**config.mk**
```make
export PLATFORM = sky130hd
export DESIGN_NAME = clock_divider_n
export DESIGN_NICKNAME = d
export VERILOG_FILES = /design/src/rtl/clkdiv_pkg.sv /design/src/rtl/clkdiv_channel.sv /design/src/rtl/clock_divider_n.sv
export SDC_FILE = /design/constraint.sdc
export NUM_CORES = 1
export LEC_CHECK = 0
export ABC_AREA = 0
export BUFFER_PORTS_ARGS = -buffer_cell sky130_fd_sc_hd__buf_2
export CAP_MARGIN = 25
export CORE_MARGIN = 3
export CORE_UTILIZATION = 45
export CTS_CLUSTER_DIAMETER = 50
export DETAILED_ROUTE_END_ITERATION = 8
export PLACE_DENSITY = 0.61
export SYNTH_ARGS = -nofsm -noshare
export SYNTH_HDL_FRONTEND = slang
export SYNTH_SLANG_ARGS = --single-unit
```
**constraint.sdc**
```tcl
create_clock -name clock_in -period 3 [get_ports clock_in]
set_clock_uncertainty 0.15 [all_clocks]
set_input_delay 0.3 -clock clock_in [delete_from_list [all_inputs] [get_ports clock_in]]
set_output_delay 0.3 -clock clock_in [all_outputs]
set_load 0.01 [all_outputs]
```
**src/rtl/clkdiv_pkg.sv**
```systemverilog
// Shared definitions for the multi-channel clock divider: output modes,
// power-up terminal count and load-index width helper.
package clkdiv_pkg;

  typedef enum logic {
    MODE_TOGGLE = 1'b0,
    MODE_PULSE  = 1'b1
  } clkdiv_mode_e;

  // 12 MHz / (2 * (99999 + 1)) = 60 Hz in toggle mode
  localparam int unsigned CLKDIV_DEFAULT_LIMIT = 99999;

  function automatic int unsigned ch_idx_width(input int unsigned n);
    return (n > 32'd1) ? 32'($clog2(n)) : 32'd1;
  endfunction

endpackage

```
**src/rtl/clkdiv_channel.sv**
```systemverilog
// One divider channel: wrap-at-limit counter, registered terminal tick and
// a toggle-or-strobe clock output.
module clkdiv_channel
  import clkdiv_pkg::*;
#(
  parameter int unsigned WIDTH         = 17,
  parameter int unsigned DEFAULT_LIMIT = CLKDIV_DEFAULT_LIMIT
) (
  input  logic             clock_in,
  input  logic             nReset,
  input  logic             enable,
  input  logic             mode,
  input  logic             load,
  input  logic [WIDTH-1:0] load_value,
  output logic             clock_out,
  output logic             tick
);

  logic [WIDTH-1:0] count;
  logic [WIDTH-1:0] limit;
  logic             terminal_c;

  assign terminal_c = (count == limit);

  // Load outranks counting, so a terminal coinciding with a load is dropped
  always_ff @(posedge clock_in) begin
    if (!nReset) begin
      count     <= '0;
      limit     <= WIDTH'(DEFAULT_LIMIT);
      tick      <= 1'b0;
      clock_out <= 1'b0;
    end else if (load) begin
      count <= '0;
      limit <= load_value;
      tick  <= 1'b0;
    end else if (enable) begin
      count <= terminal_c ? '0 : count + WIDTH'(1);
      tick  <= terminal_c;
      if (mode == MODE_PULSE) begin
        clock_out <= terminal_c;
      end else if (terminal_c) begin
        clock_out <= ~clock_out;
      end
    end else begin
      tick <= 1'b0;
    end
  end

endmodule

```
**src/rtl/clock_divider_n.sv**
```systemverilog
// N-channel programmable clock divider with a shared limit-load bus.
// Decodes the load target and acknowledges accepted loads one cycle later.
module clock_divider_n
  import clkdiv_pkg::*;
#(
  parameter int unsigned N_CH          = 2,
  parameter int unsigned WIDTH         = 17,
  parameter int unsigned DEFAULT_LIMIT = CLKDIV_DEFAULT_LIMIT
) (
  input  logic                              clock_in,
  input  logic                              nReset,
  input  logic [N_CH-1:0]                   enable,
  input  logic [N_CH-1:0]                   mode,
  input  logic                              load,
  input  logic [ch_idx_width(N_CH)-1:0]     load_ch,
  input  logic [WIDTH-1:0]                  load_value,
  output logic                              load_ack,
  output logic [N_CH-1:0]                   clock_out,
  output logic [N_CH-1:0]                   tick
);

  localparam int unsigned CH_W = ch_idx_width(N_CH);

  logic load_valid_c;

  // Out-of-range channel indices are silently ignored
  assign load_valid_c = load && (32'(load_ch) < N_CH);

  always_ff @(posedge clock_in) begin
    if (!nReset) begin
      load_ack <= 1'b0;
    end else begin
      load_ack <= load_valid_c;
    end
  end

  for (genvar c = 0; c < N_CH; c++) begin : g_ch
    logic load_hit_c;

    assign load_hit_c = load_valid_c && (load_ch == CH_W'(c));

    clkdiv_channel #(
      .WIDTH         (WIDTH),
      .DEFAULT_LIMIT (DEFAULT_LIMIT)
    ) u_channel (
      .clock_in   (clock_in),
      .nReset     (nReset),
      .enable     (enable[c]),
      .mode       (mode[c]),
      .load       (load_hit_c),
      .load_value (load_value),
      .clock_out  (clock_out[c]),
      .tick       (tick[c])
    );
  end

endmodule

```
# Yosys cells after proc, flatten, opt, wreduce, memory -nomap -nowiden
# Cells that the tools add are included.
totals:
  register_bits: 73
  out_inout_bits: 5
  word_cells: 37
op_classes:
  addsub: 2
  eq_ne: 2
  muxes: 6
  bitwise: 8
  n_reduce_logical: 10
op_table:
  columns: ["op", "count"]
  rows:
  - ["$add A17 B1 Y17 const B", 2]
  - ["$eq A17 B17 Y1", 2]
  - ["$mux W17", 2]
  - ["$not A1 Y1", 8]
  - ["$reduce_and A3 Y1", 2]
  - ["$reduce_or A3 Y1", 2]
  - ["$mux W1", 4]
  - ["$reduce_bool A2 Y1", 2]
  - ["$reduce_or A2 Y1", 2]
  - ["$logic_and A1 B1 Y1", 2]

# Logic depth before layout (Yosys ltp)
# Gate-level depths: netlist of run 1.
depth:
  word_depth: 4
  mapped_depth: 7
  ltp_nobuf: 6

# Hierarchy
# A second synthesis of run 1 with hierarchy kept.
unflattened:
  hier_cells: 366
  hier_area_um2: 3490.8
modules_own_cells:
  columns: ["mod", "n_inst", "cells_per_inst", "area_each_um2", "seq_area_each_um2"]
  rows:
  - ["clkdiv_channel", 2, 181, 1724.2, 720.7]
  - ["clock_divider_n", 1, 4, 42.5, 20.0]

# Worst setup path before layout of run 1
# No wires, ideal clock.
synth_timing:
  kind: "reg-to-reg"
  startpoint: "register g_ch[0].u_channel.count[4]"
  endpoint: "register g_ch[0].u_channel.count[11]"
  setup_ns: 0.115
  arrival_time_ns: 1.866
  required_ns: 2.735
  setup_slack_ns: 0.869
  path_stages_with_launch: 7
  path_buffers: 1
  period_less_slack_ns: 2.131
  cell_sequence: "dfxtp_1 -> xor2_1 -> or4b_1 -> or3_4 -> o211ai_4 -> buf_6 -> nor2_1"
synth_between:
  elab_chain_cells: 2
  word_cells_on_any_way: 3
  classes_between: "1 x add/sub; 1 x eq/ne; 1 x mux"
synth_rtl:
  columns: ["item", "line", "source"]
  rows:
  - ["start, declared", "clkdiv_channel.sv:19", "logic [WIDTH-1:0] count;"]
  - ["start signal, assigned", "clkdiv_channel.sv:37", "count <= terminal_c ? '0 : count + WIDTH'(1);"]
  - ["$add A17 B1 Y17 or $eq A17 B17 Y1 (tied branches)", "clkdiv_channel.sv:37, clkdiv_channel.sv:23", null]
  - ["$mux W17 (*)", "clkdiv_channel.sv:37", null]
# Mark *: on every way between the ends. The rest lies on a longest branch, timed or not.
# A chain may end at the register's enable or synchronous reset.

# Final worst setup path of run 1
layout_timing:
  startpoint: "register g_ch[0].u_channel.count[4]"
  endpoint: "register g_ch[0].u_channel.count[15]"
# The elaborated chain is that of the path after synthesis.

==> impl_results.md, run 1 <==
- Avg Synthesized Cell Area: 8.50 µm²
- Placed inst area: 3490 µm²
- CTS tree: yes
- Pwr dens: 564 nW/µm²
- Initial Utilization: 0.476
- Slew Limit Fails: 0
- FF-to-FF Start: g_ch[0].u_channel.count[4]
- Htree depth: 3
- Gr usage total: 0.184
- Row count: 30
- Clock power share: 0.444
- Worst reg2reg path depth: 5
- Die Ht: 91.7 µm
- Area Overhead vs Synth: 13.0%
- R2R setup slack: 0.67 ns
- Status: completed
- Final hold viol count: 0
- Design area: 3740 µm²
- Largest net degree at the start of global routing: 40
- Critical path type: reg2reg
- Total die area: 8410 µm²
- Initial antenna violation count: 0
- CTS resizes: 0
- Final ANT Viol Nets: 0
- Clk buf depth: 2
- Cells after Synth: 389
- Placer Congestion: 0.838
- Total of max-cap violations: 0
- Peak supply drop: 0.299 mV
- Synth warnings: 0
- Core Region: 6940 µm²
- Startpoint Class: register
- Total chip power: 0.00211 W
- Crit-path max cell delay: 0.51 ns
- Setup TNS Final: 0 ns
- Die W: 91.7 µm
- Power share of the combinational group: 0.070
- Register share of total power: 0.486
- Drt drc: 0
- Sw Pwr: 0.000472 W
- Hold Crit Start: load_value[1]
- Antenna diode count: 0
- Routed WL per cell: 14.1 µm
- Seq cells post-synth: 73
- Via/cell ratio: 5.10
- Worst setup EP type: register
- IO buf count: 29
- WHS: 0.0331 ns
- WHS Endpoint: g_ch[1].u_channel.limit[1]
- Clk Latency, worst-skew pair: 0.35 ns
- Max FO, Critical Path: 17
- Critical path's slowest cell: or4b_1
- Clock Sinks: 73
- Clock transition at path regs: 0.08 ns
- HP Class: in2reg
- Internal power: 0.00163 W
- Layout cells sized above 1: 0.120
- Routed vias: 2,607
- Total wire length: 7.21 mm
- # IOs: 30
- Filler Cell Count: 675
- Hold-critical path depth: 3
- Endpoints failing setup: 0
- Drt first pass iters: 4
- Crit path arrival time: 2.39 ns
- Worst-margin pin slew: 0.866 ns
- TritonCTS Buffers: 9
- Final min period: 2.33 ns
- Async SR Flop Fraction: 0
- Vias in the first global route: 2,529
- Cts hold-fix bufs: 0
- DRT iter0 DRCs: 142
- Nets: 437
- Post-synth EDFFs: 0
- Root Driver: clkbuf_8
- Setup Fix Bufs, Post-CTS: 0
- Part of the Yosys area used for sequential elements: 0.442
- Post-synthesis instance area: 3310 µm²
- R2R Path End: g_ch[0].u_channel.count[15]
- Synth Flop Type: dfxtp_1
- Hpwl dp: 5.21 mm
- Sw Share: 0.224
- Syn_nets: 416
- Max-slew headroom: 0.423
- Crit share post-route: 0.776
- RSZ-0062 raised after global routing: false
- First-pass GRT wire length: 12.2 mm
- Netlist cell types: 33
- P_leak: 1.53 nW
- Worst endpoint required time: 3.07 ns
- Total grt overflow: 0
- CP Cell Sequence: xor2_1 -> or4b_1 -> or3_4 -> o211ai_4 -> nor2_1
- Fmax: 430 MHz
-- flip-flops by register name, indices dropped and copies added (netlist names) --
register / cells
g_ch.u_channel.count: 34
load_ack: 1
g_ch.u_channel.clock_out: 2
g_ch.u_channel.tick: 2
g_ch.u_channel.limit: 34
-- layer usage --
layer	vias to the layer above	global-route usage	routed length [µm]
li1	1336	-	-
met1	1198	0.261	3660
met2	61	0.267	3000
met3	12	0.0492	372
met4	0	0.0705	169
met5	-	0	0
-- synth_stat cells, drive strengths merged, types with 2 or more instances --
library cell  number  share of area
o211ai             3          0.011
dfxtp             73           0.44
and3               8          0.015
a21boi            14          0.032
nand2             86          0.098
nand4             14          0.026
mux2i              2         0.0061
nor2b              2         0.0038
buf                6          0.014
and2               6          0.011
nor4               7          0.013
clkbuf            17          0.019
o21bai             2         0.0045
xor2              45           0.12
and4               4          0.011
nand3             27          0.041
o21ai              3         0.0045
ha                 2         0.0076
xnor2             21          0.056
nor2              36          0.041
nor3               2         0.0030
-- metrics by stage --
stage,cells,setup slack [ns],utilization
floorplan,389,0.869,-
global placement,495,0.708,0.503
detailed placement,495,0.669,0.503
CTS,511,0.655,0.538
global route,511,0.557,0.538
finish,511,0.673,0.538
-- worst max-delay path by stage --
stage / endpoint / slack (ns) / from / cells after the start
2_1_floorplan: g_ch[0].u_channel.count[11] / 0.87 / g_ch[0].u_channel.count[4] / 6
3_3_place_gp: g_ch[0].u_channel.count[1] / 0.71 / g_ch[0].u_channel.count[4] / 5
3_5_place_dp: g_ch[0].u_channel.count[5] / 0.67 / g_ch[0].u_channel.count[4] / 5
4_1_cts: g_ch[0].u_channel.count[5] / 0.66 / g_ch[0].u_channel.count[4] / 5
5_1_grt: g_ch[0].u_channel.count[0] / 0.56 / g_ch[0].u_channel.count[1] / 5
6_report: g_ch[0].u_channel.count[15] / 0.67 / g_ch[0].u_channel.count[4] / 5
-- power by group through the flow --
stage          combinational (W)  clock (W)  sequential [W]
2_1_floorplan          0.0000994          0         0.00104
3_3_place_gp            0.000145          0         0.00105
3_5_place_dp            0.000147          0         0.00105
4_1_cts                 0.000148   0.000957         0.00102
5_1_grt                 0.000168    0.00100         0.00103
6_report                0.000147   0.000935         0.00102
-- cells in the final DEF (no fill, tap or decap) --
cell,instances
nor2b_1,2
o21ai_0,3
buf_2,29
clkinvlp_4,1
and3_1,8
dfxtp_1,73
or4b_1,1
nand3_1,27
buf_4,4
or3_4,1
clkbuf_1,1
inv_1,1
o211ai_4,1
o32a_1,1
nand3b_1,1
a21boi_0,14
or4_1,1
nand2_1,86
nor3_1,2
ha_1,2
clkbuf_8,10
nor4_1,7
and4_1,4
and2_1,6
xor2_1,45
o21bai_1,2
nand4_1,14
o32ai_1,1
bufinv_16,3
clkinv_2,1
o211ai_1,2
nand2b_1,1
xnor2_1,21
mux2i_1,2
nor2_1,36
nor3b_1,1
-- cell families (layout without fill, tap and decap cells) --
logic type / Yosys count / count (layout) / synth area share
adder cells (fa/ha/maj): 2 / 2 / 0.00757
AND/OR/NAND/NOR: 198 / 198 / 0.278
AO/OA/AOI/OAI: 24 / 24 / 0.0575
flip-flops: 73 / 73 / 0.442
buffers and inverters: 24 / 50 / 0.0340
multiplexers: 2 / 2 / 0.00605
XOR/XNOR: 66 / 66 / 0.175
-- final cells by class --
type / count / area, µm² / share of cell area
tap: 96 / 120 / 0.0321
timing repair buffer: 33 / 175 / 0.0469
inverter: 1 / 3.75 / 0.00100
clock buffer: 11 / 141 / 0.0378
multi-input combinational: 292 / 1730 / 0.464
clock inverter: 5 / 103 / 0.0275
sequential: 73 / 1460 / 0.391
-- critical path, delay by kind of cell (launching register included) --
kind	cells	cell delay, ns
simple gates	3	1.04
compound gates	1	0.46
flops	1	0.36
xor+xnor	1	0.18
(Power assumes the default switching activity.)
==> run 2: changes to the inputs <==
Settings changed: ABC_AREA 0 to 1, PLACE_DENSITY 0.61 to 0.63.
Clock period 3 ns to 1.93 ns, I/O delays scaled along.
==> impl_results.md, run 2 <==
- Clk buf depth: 2 (unchanged)
- Root Driver: clkbuf_8
- Sequential Area: 1460 µm² (unchanged)
- Max-slew headroom: 0.617 (+0.194)
- Status: completed
- Vias in the first global route: 3,151 (+25%)
- Drt drc: 0 (unchanged)
- Clock power share: 0.427 (-0.017)
- Part of the Yosys area used for sequential elements: 0.388 (-0.0544)
- Die W: 97.5 µm (+6.3%)
- Total die area: 9520 µm² (+13%)
- P_leak: 1.97 nW (+29%)
- Crit path arrival time: 1.90 ns (-0.49 ns)
- Area Overhead vs Synth: 15.7%
- Clk Latency, worst-skew pair: 0.35 ns (about the same)
- Multi-input gate area: 1910 µm² (+10%)
- HP Class: in2reg
- Antenna diode count: 0 (unchanged)
- Post-synthesis mux area share: 0 (-0.00605)
- Largest family of logic cells by synthesized area: simple AND/OR/NAND/NOR gates
- Routed WL per cell: 13.9 µm (-1.5%)
- # IOs: 30 (unchanged)
- Crit share post-route: 0.917 (+0.141)
- Synth Flop Type: dfxtp_1
- Nets: 629 (+44%)
- Synth top area share: 0.388 (-0.0544)
- Setup TNS Final: 0 ns (unchanged)
- Row count: 32 (+6.7%)
- Final hold viol count: 0 (unchanged)
- Synthesized-area fraction occupied by adder cells: 0.00664 (-0.000931)
- Core Region: 7930 µm² (+14%)
- Hpwl dp: 7.29 mm (+40%)
- TritonCTS Buffers: 9 (unchanged)
- Peak supply drop: 0.431 mV (+44%)
- Drt first pass iters: 5 (+1)
- Largest net degree at the start of global routing: 35 (-13%)
- Commonest non-fill, non-tap cell in the layout: nand2_1
- Initial Utilization: 0.476 (-0.000522)
- Total of max-cap violations: 0 (unchanged)
- Register share of total power: 0.476 (-0.010)
- Total wire length: 9.84 mm (+37%)
- CTS tree: yes
- Avg Synthesized Cell Area: 6.72 µm² (-21%)
- Layout cells sized above 1: 0.117 (-0.00332)
- Synth cell count leaders: nand2_1, inv_1, dfxtp_1
- Endpoints failing setup: 0 (unchanged)
- Clock Sinks: 73 (unchanged)
- Cells after Synth: 561 (+44%)
- Worst endpoint required time: 2.06 ns (-1.01 ns)
- Async SR Flop Fraction: 0 (unchanged)
- Placer Congestion: 0.892 (+6.4%)
- Htree depth: 3 (unchanged)
- Critical path type: reg2reg
- Pwr dens: 770 nW/µm² (+37%)
- Internal power: 0.00254 W (+55%)
- Die Ht: 97.5 µm (+6.3%)
- Fin cells: 708 (+39%)
- Final min period: 1.77 ns (-0.558 ns)
- Power share of the combinational group: 0.097 (+0.027)
- Max FO, Critical Path: 4 (-13)
- Post-synthesis instance area: 3770 µm² (+14%)
- Slew Limit Fails: 0 (unchanged)
- Filler Cell Count: 802 (+19%)
- Worst-margin pin slew: 0.573 ns (-0.293 ns)
- Largest area contributor in the netlist: dfxtp_1
- Top-count cell post-synth: nand2_1
- Post-synth EDFFs: 0 (unchanged)
- RSZ-0062 raised after global routing: false
- Synth warnings: 0 (unchanged)
- Total grt overflow: 0 (unchanged)
- Synth Area in Compound Gates: 0.0979 (+0.0404)
- Sw Share: 0.246 (+0.0214)
- Via/cell ratio: 4.99 (-2.2%)
- Netlist cell types: 37 (+12%)
- Synth Area in Simple Gates: 0.330 (+0.0520)
- DRT iter0 DRCs: 181 (+27%)
- Sw Pwr: 0.000825 W (+75%)
- IO buf count: 29 (unchanged)
- Syn_nets: 588 (+41%)
- First-pass GRT wire length: 15.7 mm (+28%)
- Routed vias: 3,532 (+35%)
- Seq cells post-synth: 73 (unchanged)
- XOR/XNOR share of the synthesized area: 0.0627 (-0.112)
- Clock transition at path regs: 0.09 ns (about the same)
- Startpoint Class: register
- Most frequent cells in the layout: nand2_1, inv_1, dfxtp_1
- Fmax: 565 MHz (+32%)
- Gr usage total: 0.206 (+0.0217)
- Worst setup EP type: register
- Post-Place Cells: 681 (+38%)
- Regs by FF count: g_ch.u_channel.count: 34 flops, g_ch.u_channel.limit: 34 flops
- Final ANT Viol Nets: 0 (unchanged)
- Setup Fix Bufs, Post-CTS: 0 (unchanged)
- Top post-synthesis cells by area: dfxtp_1, nand2_1, inv_1, nor2_1, xor2_1
- Initial antenna violation count: 0 (unchanged)
run 2: cell types whose count changed in the layout (fill, tap and decap cells not counted), sizes merged, moves of 6 or more:
| cell | change |
|---|---|
| inv | +90 |
| nand2 | +78 |
| nor2 | +32 |
| xor2 | -23 |
| a21oi | +21 |
| o21ai | +20 |
| xnor2 | -16 |
| a21boi | -13 |
| dlygate4sd3 | +11 |
| nor3 | +11 |
| o211ai | +11 |
| and3 | -8 |
| and2 | -6 |
run 2: power groups by stage:
stage               registers, W  logic, W  clock network (W)
floorplan                0.00162  0.000206                  0
global placement         0.00163  0.000297                  0
detailed placement       0.00163  0.000300                  0
finish                   0.00160  0.000326            0.00144
CTS                      0.00160  0.000320            0.00146
global route             0.00161  0.000368            0.00151
run 2: path summary, 6_finish.rpt:
kind / slack [ns] / from / depth (start not counted) / to
max reg2reg: 0.16 / g_ch[0].u_channel.count[0] / 8 / g_ch[0].u_channel.count[14]
max: 0.16 / g_ch[0].u_channel.count[0] / 8 / g_ch[0].u_channel.count[14]
min reg2reg: 0.33 / g_ch[0].u_channel.limit[12] / 2 / g_ch[0].u_channel.limit[12]
min: 0.006 / load_value[11] / 3 / g_ch[0].u_channel.limit[11]
run 2: stage by stage:
stage / instance area, µm² / hold slack, ns / worst slack (ns) / util / total power (W)
after floorplan: 3770 / 0.136 / 0.361 / - / 0.00183
after global placement: 3990 / 0.271 / 0.173 / 0.503 / 0.00193
after detailed placement: 3990 / 0.276 / 0.151 / 0.503 / 0.00193
after CTS: 4330 / 0.00126 / 0.0560 / 0.546 / 0.00338
after global routing: 4360 / 0.0218 / 0.0115 / 0.550 / 0.00348
final: 4360 / 0.00578 / 0.161 / 0.550 / 0.00336
run 2: kinds of logic after synthesis:
group,Yosys count
DFF,73
buffers and inverters,107
xor gates and xnor gates,27
and+or+nand+nor,288
adders and majority gates,2
AOI/OAI and AO/OA,64
run 2: timing repair:
item,in CTS,in global routing
hold buffers,11,0
endpoints found under the hold margin,20,0
resized for setup,0,6
endpoints found under the setup margin,0,16
run 2: critical path, cell delays in order, from the launching register on:
cell     delay [ns]
dfxtp_1        0.41
ha_1           0.22
nand3_2        0.12
nor2_4         0.15
nand2_2        0.08
nor3_2         0.16
nand2_1        0.12
xor2_1         0.16
nor2_1         0.12
run 2: layout make-up:
cell class,count,share of cell area
Tap cell,102,0.0293
Clock inverter,5,0.0241
Inverter,92,0.0792
Clock buffer,10,0.0293
Sequential cell,73,0.335
Multi-Input combinational cell,382,0.438
Timing Repair Buffer,44,0.0654
run 2: layer usage:
layer,vias to the layer above,wire (µm),global-route usage
li1,1836,-,-
met1,1613,4940,0.303
met2,77,4320,0.308
met3,6,524,0.0431
met4,0,60,0.0447
met5,-,0,0
==> run 3: changes to the inputs <==
Clock period 1.93 ns to 1.44 ns, I/O delays scaled along.
==> impl_results.md, run 3 (synthesis gave the netlist of run 2 again) <==
- Peak supply drop: 0.582 mV (+35%)
- Layout cells sized above 1: 0.471 (+0.354)
- Filler Cell Count: 579 (-28%)
- IO buf count: 29 (unchanged)
- Core Region: 7930 µm² (unchanged)
- Die W: 97.5 µm (unchanged)
- Placer Congestion: 0.933 (+4.6%)
- Fin cells: 851 (+20%)
- Hold Crit Start: load_value[8]
- Worst setup margin: -0.169 ns (-0.330 ns)
- Hpwl dp: 8.05 mm (+10%)
- WHS: -0.00970 ns (-0.0155 ns)
- Setup TNS Final: -4.12 ns (-4.12 ns)
- Total of max-cap violations: 0 (unchanged)
- Post-Place Cells: 796 (+17%)
- Hold-critical path depth: 3 (unchanged)
- Total grt overflow: 0 (unchanged)
- Worst reg2reg path depth: 10 (+2)
- Clock Sinks: 73 (unchanged)
- Antenna diode count: 0 (unchanged)
- Startpoint Class: register
- DRT iter0 DRCs: 232 (+28%)
- Crit path arrival time: 1.72 ns (-0.18 ns)
- FF-to-FF Start: g_ch[1].u_channel.count[11]
- Routed vias: 4,191 (+19%)
- Total die area: 9520 µm² (unchanged)
- First-pass GRT wire length: 18.2 mm (+16%)
- Clock transition at path regs: 0.09 ns (about the same)
- Failing checks: negative hold slack, negative setup slack
- Critical path type: reg2reg
- P_leak: 2.73 nW (+39%)
- Final ANT Viol Nets: 0 (unchanged)
- R2R setup slack: -0.17 ns (-0.33 ns)
- Die Ht: 97.5 µm (unchanged)
- Gr usage total: 0.237 (+0.0311)
- R2R Path End: g_ch[1].u_channel.count[8]
- Routed WL per cell: 14.1 µm (+1.4%)
- Nets: 771 (+23%)
- # IOs: 30 (unchanged)
- Crit share post-route: 1.12 (+0.201)
- Final min period: 1.61 ns (-0.160 ns)
- WHS Endpoint: g_ch[0].u_channel.limit[8]
- Clk buf depth: 2 (unchanged)
- Initial antenna violation count: 0 (unchanged)
- Drt drc: 0 (unchanged)
- Row count: 32 (unchanged)
- Vias in the first global route: 3,912 (+24%)
- Htree depth: 3 (unchanged)
- RSZ-0062 raised after global routing: true
- Drt first pass iters: 4 (-1)
- TritonCTS Buffers: 9 (unchanged)
- Max FO, Critical Path: 3 (-1)
- Worst setup EP type: register
- Most frequent cells in the layout: nand2_1, buf_4, inv_1
- Clk Latency, worst-skew pair: 0.37 ns (+0.02 ns)
- Max-slew headroom: 0.705 (+0.0880)
- Total wire length: 12.0 mm (+22%)
- Pwr dens: 735 nW/µm² (-4.6%)
- Via/cell ratio: 4.92 (-1.3%)
- Endpoints failing setup: 38 (+38)
- Largest net degree at the start of global routing: 35 (unchanged)
- Root Driver: clkbuf_8
- Total chip power: 0.00437 W (+30%)
- Final hold viol count: 1 (+1)
- CTS tree: yes
- Worst-margin pin slew: 0.442 ns (-0.130 ns)
- Commonest non-fill, non-tap cell in the layout: nand2_1
- Status: finished with violations
- Regs by FF count: g_ch.u_channel.count: 34 flops, g_ch.u_channel.limit: 34 flops
- Slew Limit Fails: 0 (unchanged)
- Area Overhead vs Synth: 57.8%
- HP Class: in2reg
- Post-layout util: 0.750 (+0.200)
- Initial Utilization: 0.476 (unchanged)
- Fmax: 622 MHz (+10%)
- Worst endpoint required time: 1.56 ns (-0.50 ns)
[run 3: critical path: stages, from the launching register on]
cell     delay [ns]
dfxtp_2        0.37
inv_1          0.07
nand2_1        0.08
nand2_1        0.08
nor2_1         0.11
nand3_2        0.11
nor2_4         0.13
nand3_4        0.15
buf_6          0.15
nand2_2        0.05
nor2_1         0.04
[run 3: through the flow]
| stage | cell area (µm²) | setup slack, ns | hold slack [ns] |
|---|---|---|---|
| finish | 5950 | -0.169 | -0.00970 |
| global route | 5950 | -0.257 | 0.00776 |
| CTS | 5560 | -0.137 | 0.000706 |
| detailed placement | 4900 | -0.209 | 0.220 |
| global placement | 4900 | -0.210 | 0.216 |
| floorplan | 3810 | -0.0418 | 0.0875 |
[run 3: power by group]
| group | total, W | internal [W] | switching (W) |
|---|---|---|---|
| Sequential | 0.00214 | 0.00208 | 0.0000609 |
| Combinational | 0.000694 | 0.000339 | 0.000355 |
| Clock | 0.00154 | 0.000718 | 0.000822 |
[run 3: layer usage]
metal / routed length (µm) / vias to the layer above / share of wire / track usage
met1: 5450 / 1952 / 0.45 / 0.317
met2: 5780 / 115 / 0.48 / 0.391
li1: - / 2116 / - / -
met5: 0 / - / 0 / 0
met4: 102 / 0 / 0.0085 / 0.0437
met3: 671 / 8 / 0.056 / 0.0574
[run 3: how the worst max path moves through the flow]
stage	from	endpoint	slack, ns	cells past startpoint
3_3_place_gp	g_ch[0].u_channel.count[6]	g_ch[0].u_channel.count[16]	-0.21	9
4_1_cts	g_ch[1].u_channel.count[13]	g_ch[1].u_channel.count[13]	-0.14	9
5_1_grt	g_ch[1].u_channel.count[11]	g_ch[1].u_channel.count[8]	-0.26	10
2_1_floorplan	g_ch[0].u_channel.count[1]	g_ch[0].u_channel.count[16]	-0.04	8
6_report	g_ch[1].u_channel.count[11]	g_ch[1].u_channel.count[8]	-0.17	10
3_5_place_dp	g_ch[0].u_channel.count[4]	g_ch[0].u_channel.count[16]	-0.21	9
[run 3: area by class of cell]
cell class / instances / area [µm²] / area share
multi-input combinational: 382 / 2330 / 0.391
sequential: 73 / 1550 / 0.261
timing repair buffer: 186 / 1410 / 0.237
inverter: 92 / 348 / 0.0585
clock buffer: 12 / 155 / 0.0261
tap: 102 / 128 / 0.0215
clock inverter: 4 / 27.5 / 0.00463
[run 3: repair_timing]
item | in CTS | in global routing
cloned | 0 | 1
hold endpoints to repair | 34 | 0
setup endpoints to repair | 38 | 38
hold buffers | 20 | 0
pin swaps | 23 | 48
buffers inserted | 16 | 5
gates resized for setup | 67 | 118
